File: src/rtl/mlp_pkg.sv
// Shared types and constants for the MLP datapath blocks.
package mlp_pkg;

  localparam int ACT_W     = 8;
  localparam int W_W       = 8;
  localparam int SCORE_W   = 8;
  localparam int N_CLASSES = 10;

  // Width of one signed product: zero-extended activation times signed weight.
  localparam int PROD_W = ACT_W + 1 + W_W;

  typedef enum logic [2:0] {
    ST_IDLE,
    ST_MAC,
    ST_BIAS,
    ST_WB,
    ST_DONE
  } mlp_state_e;

  // Ceiling log2, usable in parameter expressions.
  function automatic int clog2(input int value);
    int result;
    result = 0;
    while ((1 << result) < value) begin
      result++;
    end
    return result;
  endfunction

endpackage

File: src/rtl/mlp_sat_shift.sv
// Arithmetic right shift of a signed accumulator followed by a clamp into
// the unsigned score range [0, 2**SCORE_W-1].
module mlp_sat_shift
  import mlp_pkg::*;
#(
  parameter int IN_W  = 23,
  parameter int SHIFT = 7
) (
  input  logic signed [IN_W-1:0]    value_in,
  output logic        [SCORE_W-1:0] score_out
);

  logic signed [IN_W-1:0] shifted;

  // Negative values clamp to zero, anything above the score range clamps to all ones.
  always_comb begin
    shifted = value_in >>> SHIFT;
    if (shifted[IN_W-1]) begin
      score_out = '0;
    end else if (|shifted[IN_W-2:SCORE_W]) begin
      score_out = '1;
    end else begin
      score_out = shifted[SCORE_W-1:0];
    end
  end

endmodule

File: src/rtl/output_layer_mac.sv
// Time-multiplexed MLP output layer: a single MAC walks every output neuron
// over all hidden activations, reading weights from a 1-cycle-latency ROM,
// and writes one saturated score per neuron onto the comparator bus.
// Optional feature macro: OUTPUT_LAYER_BIAS_EN adds a per-neuron bias read
// from ROM words N_OUT*N_IN + j, costing one extra cycle per neuron.
module output_layer_mac
  import mlp_pkg::*;
#(
  parameter int N_IN   = 32,
  parameter int N_OUT  = N_CLASSES,
  parameter int SHIFT  = 7,
  parameter int ADDR_W = clog2(N_OUT * N_IN + N_OUT)
) (
  input  logic                       clk,
  input  logic                       rst,
  input  logic                       in_valid,
  output logic                       in_ready,
  input  logic [N_IN*ACT_W-1:0]      act_in,
  output logic [ADDR_W-1:0]          w_addr,
  input  logic [W_W-1:0]             w_data,
  output logic                       out_valid,
  input  logic                       out_ready,
  output logic [N_OUT*SCORE_W-1:0]   scores
);

  localparam int I_W   = clog2(N_IN + 1);
  localparam int J_W   = (N_OUT > 1) ? clog2(N_OUT) : 1;
  localparam int IDX_W = (N_IN > 1) ? clog2(N_IN) : 1;
  localparam int ACC_W = PROD_W + clog2(N_IN) + 1;

  localparam logic [I_W-1:0] I_LAST = I_W'(N_IN);
  localparam logic [J_W-1:0] J_LAST = J_W'(N_OUT - 1);

  mlp_state_e state_q, state_d;

  logic [N_IN-1:0][ACT_W-1:0]    act_q, act_d;
  logic [I_W-1:0]                i_q, i_d;
  logic [J_W-1:0]                j_q, j_d;
  logic signed [ACC_W-1:0]       acc_q, acc_d;
  logic [N_OUT-1:0][SCORE_W-1:0] scores_q, scores_d;

  logic [IDX_W-1:0]        act_idx;
  logic signed [PROD_W-1:0] product;
  logic signed [ACC_W-1:0]  wb_value;
  logic [SCORE_W-1:0]       sat_score;

  // Register all state; reset returns the block to an idle, cleared condition.
  always_ff @(posedge clk) begin
    if (rst) begin
      state_q  <= ST_IDLE;
      act_q    <= '0;
      i_q      <= '0;
      j_q      <= '0;
      acc_q    <= '0;
      scores_q <= '0;
    end else begin
      state_q  <= state_d;
      act_q    <= act_d;
      i_q      <= i_d;
      j_q      <= j_d;
      acc_q    <= acc_d;
      scores_q <= scores_d;
    end
  end

  // Next-state sequencing: MAC runs N_IN+1 cycles so the last ROM word lands before writeback.
  always_comb begin
    state_d = state_q;
    case (state_q)
      ST_IDLE: begin
        if (in_valid) begin
          state_d = ST_MAC;
        end
      end
      ST_MAC: begin
        if (i_q == I_LAST) begin
`ifdef OUTPUT_LAYER_BIAS_EN
          state_d = ST_BIAS;
`else
          state_d = ST_WB;
`endif
        end
      end
      ST_BIAS: begin
        state_d = ST_WB;
      end
      ST_WB: begin
        state_d = (j_q == J_LAST) ? ST_DONE : ST_MAC;
      end
      ST_DONE: begin
        if (out_ready) begin
          state_d = ST_IDLE;
        end
      end
      default: begin
        state_d = ST_IDLE;
      end
    endcase
  end

  // The ROM word arriving this cycle belongs to the address issued last cycle, hence act[i-1].
  always_comb begin
    act_idx = IDX_W'(i_q - I_W'(1));
    product = $signed({1'b0, act_q[act_idx]}) * $signed(w_data);
  end

  // Writeback value: the bias is pre-shifted so it moves the final score by exactly its own value.
  always_comb begin
`ifdef OUTPUT_LAYER_BIAS_EN
    wb_value = acc_q + (ACC_W'($signed(w_data)) <<< SHIFT);
`else
    wb_value = acc_q;
`endif
  end

  mlp_sat_shift #(
    .IN_W  (ACC_W),
    .SHIFT (SHIFT)
  ) u_sat_shift (
    .value_in  (wb_value),
    .score_out (sat_score)
  );

  // Datapath updates: latch activations, step counters, accumulate, and commit scores only in WB.
  always_comb begin
    act_d    = act_q;
    i_d      = i_q;
    j_d      = j_q;
    acc_d    = acc_q;
    scores_d = scores_q;
    case (state_q)
      ST_IDLE: begin
        if (in_valid) begin
          act_d = act_in;
          i_d   = '0;
          j_d   = '0;
          acc_d = '0;
        end
      end
      ST_MAC: begin
        if (i_q != '0) begin
          acc_d = acc_q + ACC_W'(product);
        end
        if (i_q == I_LAST) begin
          i_d = '0;
        end else begin
          i_d = i_q + I_W'(1);
        end
      end
      ST_WB: begin
        scores_d[j_q] = sat_score;
        acc_d         = '0;
        if (j_q != J_LAST) begin
          j_d = j_q + J_W'(1);
        end
      end
      default: begin
      end
    endcase
  end

  // Moore outputs: handshakes follow the state, the ROM address follows the counters.
  always_comb begin
    in_ready  = 1'b0;
    out_valid = 1'b0;
    w_addr    = '0;
    case (state_q)
      ST_IDLE: begin
        in_ready = 1'b1;
      end
      ST_MAC: begin
        if (i_q != I_LAST) begin
          w_addr = ADDR_W'(int'(j_q) * N_IN + int'(i_q));
        end
      end
`ifdef OUTPUT_LAYER_BIAS_EN
      ST_BIAS: begin
        w_addr = ADDR_W'(N_OUT * N_IN + int'(j_q));
      end
`endif
      ST_DONE: begin
        out_valid = 1'b1;
      end
      default: begin
      end
    endcase
  end

  assign scores = scores_q;

endmodule

File: config.mk
export PLATFORM = sky130hd
export DESIGN_NAME = output_layer_mac
export DESIGN_NICKNAME = d
export VERILOG_FILES = /design/src/rtl/mlp_pkg.sv /design/src/rtl/mlp_sat_shift.sv /design/src/rtl/output_layer_mac.sv
export SDC_FILE = /design/constraint.sdc
export NUM_CORES = 1
export LEC_CHECK = 0
export ABC_CLOCK_PERIOD_IN_PS = 19800
export CORE_AREA = 2 2 282 284
export CTS_BUF_LIST = sky130_fd_sc_hd__clkbuf_4 sky130_fd_sc_hd__clkbuf_8
export CTS_CLUSTER_SIZE = 14
export DETAILED_ROUTE_END_ITERATION = 7
export DIE_AREA = 0 0 284 286
export PLACE_DENSITY = 0.39
export SYNTH_ARGS = -nofsm -noshare
export SYNTH_HDL_FRONTEND = slang
export SYNTH_SLANG_ARGS = --single-unit
export TNS_END_PERCENT = 5
File: constraint.sdc
create_clock -name clk -period 19.8 [get_ports clk]
set_input_delay 1.98 -clock clk [delete_from_list [all_inputs] [get_ports clk]]
set_output_delay 1.98 -clock clk [all_outputs]
set_load 0.02 [all_outputs]
# [Yosys cells after proc, flatten, opt, wreduce, memory -nomap -nowiden]
# Index checks and enable logic that the tools add are counted.
[classes] n_addsub=5 n_mul=1 order_cmp=3 eq_ne=13 n_mux=25 reduce_logical=12
[op_table] operator="80-bit bitwise mux" n=1
[op_table] operator="23-bit case mux with 3 select lines" n=1
[op_table] operator="23-bit two-way mux" n=2
[op_table] operator="8-bit binary-select mux with 5-bit select" n=1
[op_table] operator="8-bit demux with 4-bit select" n=1
[op_table] operator="8-bit two-way mux" n=4
[op_table] operator="23-bit by 17-bit adder with 23-bit output" n=1
[op_table] operator="9-bit two-way mux" n=2
[op_table] operator="9-bit by 8-bit multiplier with 17-bit output" n=1
[op_table] operator="3-bit case mux with 5 select lines" n=1
[op_table] operator="3-bit two-way mux" n=4
[op_table] operator="6-bit two-way mux" n=2
[op_table] operator="6-bit case mux with 2 select lines" n=1
[op_table] operator="2-bit inequality test (second input constant)" n=5
[op_table] operator="9-bit by 6-bit adder with 9-bit output" n=1
[op_table] operator="3-bit AND reduction" n=3
[op_table] operator="4-bit two-way mux" n=2
[op_table] operator="4-bit case mux with 2 select lines" n=1
[op_table] operator="8-bit OR reduction" n=1
[op_table] operator="6-bit by 1-bit adder with 6-bit output (second input constant)" n=1
[op_table] operator="3-bit by 2-bit == test with 1-bit output (second input constant)" n=2
[op_table] operator="6-bit == test (second input constant)" n=1
[op_table] operator="5-bit by 6-bit less-than comparator with 1-bit output (second input constant)" n=1
[op_table] operator="6-bit inequality test (second input constant)" n=1
[op_table] operator="15 further kinds" n=18
[totals] register_bits=372 output_inout_bits=91 word_cells=105

# [Longest topological paths before layout]
[depth] ltp_word=7 depth_mapped=28 ltp_nobuf=24

# [Cells and area by module]
# A second synthesis with hierarchy kept.
[unflattened] cells_unflattened=2141 area_unflattened_um2=18569.1
[modules_own_cells] mod="output_layer_mac" n_inst=1 cells_per_inst=2121 area_per_inst_um2=18455.2 seq_area_each_um2=7447.1
[modules_own_cells] mod="mlp_sat_shift" n_inst=1 cells_per_inst=20 area_per_inst_um2=113.9 seq_area_each_um2=0.0

# [Least setup slack after synthesis]
# No wires, ideal clock.
[synth_path] path_kind="register to register" from="register i_q[0]" to="register acc_q[18]" setup_ps=120 arrival_time_ps=7454 required_time_ps=19680 setup_slack_ps=12227 stages_incl_launch_ff=25 synth_period_minus_slack_ps=7573 cell_sequence="dfxtp_1 -> buf_6 -> clkbuf_1 -> inv_1 -> ha_1 -> clkbuf_1 -> clkbuf_1 -> mux4_2 -> mux4_2 -> mux2i_4 -> nand2_1 -> fa_1 -> fa_1 -> inv_1 -> fa_1 -> fa_1 -> fa_1 -> ha_1 -> nand2_1 -> o21bai_1 -> a21oi_1 -> o311ai_0 -> a21oi_1 -> mux2i_1 -> a211o_1"
[synth_between] elab_chain_len=7 word_cells_on_any_way=10 cone_classes="2 x add/sub; 1 x mul; 1 x eq/ne; 4 x mux; 2 x reduce/logical"
[synth_rtl] item="start: declaration" line_no="output_layer_mac.sv:37" text="logic [I_W-1:0] i_q, i_d;"
[synth_rtl] item="start signal: assignment" line_no="output_layer_mac.sv:59" text="i_q <= i_d;"
[synth_rtl] item="5-bit by 1-bit subtractor with 5-bit output" line_no="output_layer_mac.sv:103" text="act_idx = IDX_W'(i_q - I_W'(1));"
[synth_rtl] item="8-bit binary-select mux with 5-bit select" line_no="output_layer_mac.sv:104" text="product = $signed({1'b0, act_q[act_idx]}) * $signed(w_data);"
[synth_rtl] item="8-bit two-way mux (not written as such)" line_no="output_layer_mac.sv:104"
[synth_rtl] item="9-bit by 8-bit multiplier with 17-bit output" line_no="output_layer_mac.sv:104"
[synth_rtl] item="23-bit by 17-bit adder with 23-bit output" line_no="output_layer_mac.sv:142" text="acc_d = acc_q + ACC_W'(product);"
[synth_rtl] item="23-bit two-way mux" line_no="output_layer_mac.sv:141" text="if (i_q != '0) begin"
[synth_rtl] item="23-bit case mux with 3 select lines" line_no="output_layer_mac.sv:131" text="case (state_q)"
[synth_rtl] item="end signal: assignment" line_no="output_layer_mac.sv:54" text="acc_q <= '0;"
[synth_rtl] item="end signal: assignment" line_no="output_layer_mac.sv:61" text="acc_q <= acc_d;"
[synth_rtl] item="end: declaration" line_no="output_layer_mac.sv:39" text="logic signed [ACC_W-1:0] acc_q, acc_d;"
# Several ways; a longest one is shown, not always the timed one. The select of a mux whose other input is x is not followed.
# A chain may end at the register's enable or synchronous reset.

# [Worst setup path after layout]
# Ends and elaborated chain as after synthesis.

==> results.json <==
{
  "status": "completed",
  "dp.cells": 3419,
  "min_path_type": "reg2reg",
  "die_w_um": 284,
  "setup_tns_ns": 0,
  "ant_nets": 0,
  "dpl.hpwl_um": 52900,
  "reg2reg_slack_ns": 11.81,
  "ctsLongestPathBuffers": 3,
  "fin_skew_ns": 0.0159,
  "synth-seq-cells": 372,
  "drt-pass1-iter-count": 5,
  "synth_area_um2": 18600,
  "vias_per_cell": 4.50,
  "cp.arrival_ns": 8.50,
  "path_max_fanout": 65,
  "wire_per_inst_um": 20.0,
  "cp_data_required_time_ns": 20.31,
  "synth_largest_area_cell": "dfxtp_1",
  "postSynth.asyncResetShare": 0,
  "cap_viol_max_count": 0,
  "cts_hold_buf": 0,
  "route.detailed.drc": 0,
  "io_pins": 359,
  "grt_max_degree": 211,
  "clock_tree.root_cell": "clkbuf_8",
  "drive_gt1_frac": 0.0971,
  "p_per_area_nw_per_um2": 89.0,
  "crit_end": "acc_q[18]$_SDFFE_PP0P_",
  "grt_pass1_vias": 16738,
  "finalHoldViolCount": 0,
  "period_share": 0.403,
  "gp_congestion": 0.829,
  "grt.overflow.total": 0,
  "area_growth_pct": 32.4,
  "cts_made_buffers": 72,
  "vias": 15967,
  "seq_area_frac_synth": 0.401,
  "rr_worst_depth": 23,
  "rsz0062_at_grt": "false",
  "io_buffers": 358,
  "dieArea_um2": 81200,
  "htreeDepth": 3,
  "rows": 103,
  "synth-edff-count": 0,
  "mostFrequentLayoutCells": "nand2_1, dfxtp_1, clkdlybuf4s50_1",
  "synth_top_area_share": 0.401,
  "worst_setup_path_start_kind": "flip-flop",
  "finalMaxSlewViolations": 0,
  "floorplan.initialDensity": 0.237,
  "yosys_warnings": 0,
  "fmax_mhz": 125,
  "yosys.cell_types.count": 56,
  "p_leak_uw": 0.00930,
  "period_minus_slack_ns": 7.99,
  "syn_nets": 2534,
  "regToRegEndpoint": "acc_q[18]$_SDFFE_PP0P_",
  "synth_ff_type": "dfxtp_1",
  "antenna_found_initial": 6,
  "mostFrequentLayoutCell": "nand2_1",
  "slew_headroom": 0.157,
  "coreArea_um2": 78400,
  "ctsResizeCount": 0,
  "path_class": "reg2reg",
  "final_util": 0.314,
  "stdcell_count": 3546,
  "worst_setup_path_end_kind": "flip-flop",
  "clk_latency_ns": 0.63,
  "fin_nets": 2842,
  "ir_drop_uv": 40.9,
  "wl_um": 70900,
  "grt_pass1_wl_um": 106000,
  "yosys-top-cells-area": "dfxtp_1, nand2_1, a21oi_1",
  "hold_slack_ns": 0.450,
  "die_h_um": 286,
  "tritoncts": "done",
  "startpoint": "i_q[0]$_SDFFE_PP0P_",
  "grt_usage": 0.173,
  "p_total_uw": 2190,
  "setup_viol": 0,
  "worstMarginPinSlew_ns": 1.26,
  "cts_setup_buffers": 0,
  "netlist_instances": 2135,
  "drt_iter0_markers": 1034,
  "rr_startpoint": "i_q[0]$_SDFFE_PP0P_",
  "syn_avg_cell_area_um2": 8.70,
  "clkTransAtPathRegs_ns": 0.05,
  "clock-sinks": 372
}
registers in the layout, summed over array words and instances (netlist names):
register	count
acc_q	23
scores	80
act_q	256
state_q	3
j_q	4
i_q	6
synthesized netlist by cell type (8+ instances only):
| master | count |
|---|---|
| and2_1 | 15 |
| nor2_1 | 67 |
| inv_1 | 75 |
| mux4_2 | 76 |
| nand3_1 | 68 |
| xnor2_1 | 18 |
| nor2b_1 | 33 |
| buf_2 | 12 |
| nand2b_1 | 16 |
| mux2i_1 | 33 |
| nand2_1 | 623 |
| o21ai_0 | 18 |
| ha_1 | 80 |
| nor3_1 | 16 |
| dfxtp_1 | 372 |
| xor2_1 | 8 |
| a21oi_1 | 349 |
| fa_1 | 51 |
| clkbuf_1 | 125 |
worst min-delay path by stage:
stage	start	cells after the start	slack, ns	end
finish	act_q[245]$_SDFFE_PP0P_	2	0.45	act_q[245]$_SDFFE_PP0P_
global route	act_q[250]$_SDFFE_PP0P_	2	0.47	act_q[250]$_SDFFE_PP0P_
CTS	act_q[245]$_SDFFE_PP0P_	2	0.45	act_q[245]$_SDFFE_PP0P_
detailed placement	act_q[221]$_SDFFE_PP0P_	2	0.45	act_q[221]$_SDFFE_PP0P_
global placement	act_q[222]$_SDFFE_PP0P_	2	0.44	act_q[222]$_SDFFE_PP0P_
floorplan	acc_q[13]$_SDFFE_PP0P_	2	0.43	acc_q[13]$_SDFFE_PP0P_
power breakdown:
| part | switching (µW) | internal (µW) |
|---|---|---|
| Combinational | 328 | 244 |
| Sequential | 32.5 | 789 |
| Clock | 340 | 455 |
stage by stage:
stage          cell area [µm²]  setup WS, ns
6_report                 24600         11.81
5_1_grt                  24600         11.32
4_1_cts                  24600         11.76
3_5_place_dp             23100         11.78
3_3_place_gp             23100         11.83
2_1_floorplan            18600         12.23
cell type report:
class / instances / area (µm²)
antenna: 5 / 12.5
clock buffer: 113 / 1390
clock inverter: 9 / 80.1
fill: 8362 / 53800
inverter: 75 / 282
multi-input combinational: 1540 / 10300
sequential: 372 / 7450
tap: 1050 / 1310
timing repair buffer: 382 / 3780
layer usage:
| metal | track usage | vias up | share of wire |
|---|---|---|---|
| li1 | - | 7811 | - |
| met1 | 0.213 | 7669 | 0.43 |
| met3 | 0.0321 | 98 | 0.047 |
| met5 | 0 | - | 0.00037 |
| met4 | 0.0599 | 4 | 0.027 |
| met2 | 0.301 | 385 | 0.50 |
critical path, stage by stage, from the launching register on:
cell	delay [ns]
dfxtp_4	0.71
inv_1	0.19
ha_4	0.30
buf_4	0.68
mux4_2	0.41
mux4_2	0.51
mux2i_2	0.41
nor2b_1	0.13
fa_1	0.51
inv_1	0.05
fa_1	0.47
inv_1	0.06
fa_1	0.50
fa_1	0.58
fa_1	0.42
ha_1	0.36
nand2_1	0.11
o21bai_1	0.14
a21oi_1	0.12
o311ai_0	0.34
buf_4	0.22
a21oi_1	0.09
mux2i_1	0.15
a211o_1	0.27
logic make-up after synthesis:
logic type | after synthesis | synth area share
simple gates | 865 | 0.194
compound gates | 397 | 0.112
flops | 372 | 0.401
buf+inv | 223 | 0.0482
fa+ha+maj | 131 | 0.109
mux | 121 | 0.124
xor+xnor | 26 | 0.0123
(Power assumes the default switching activity.)
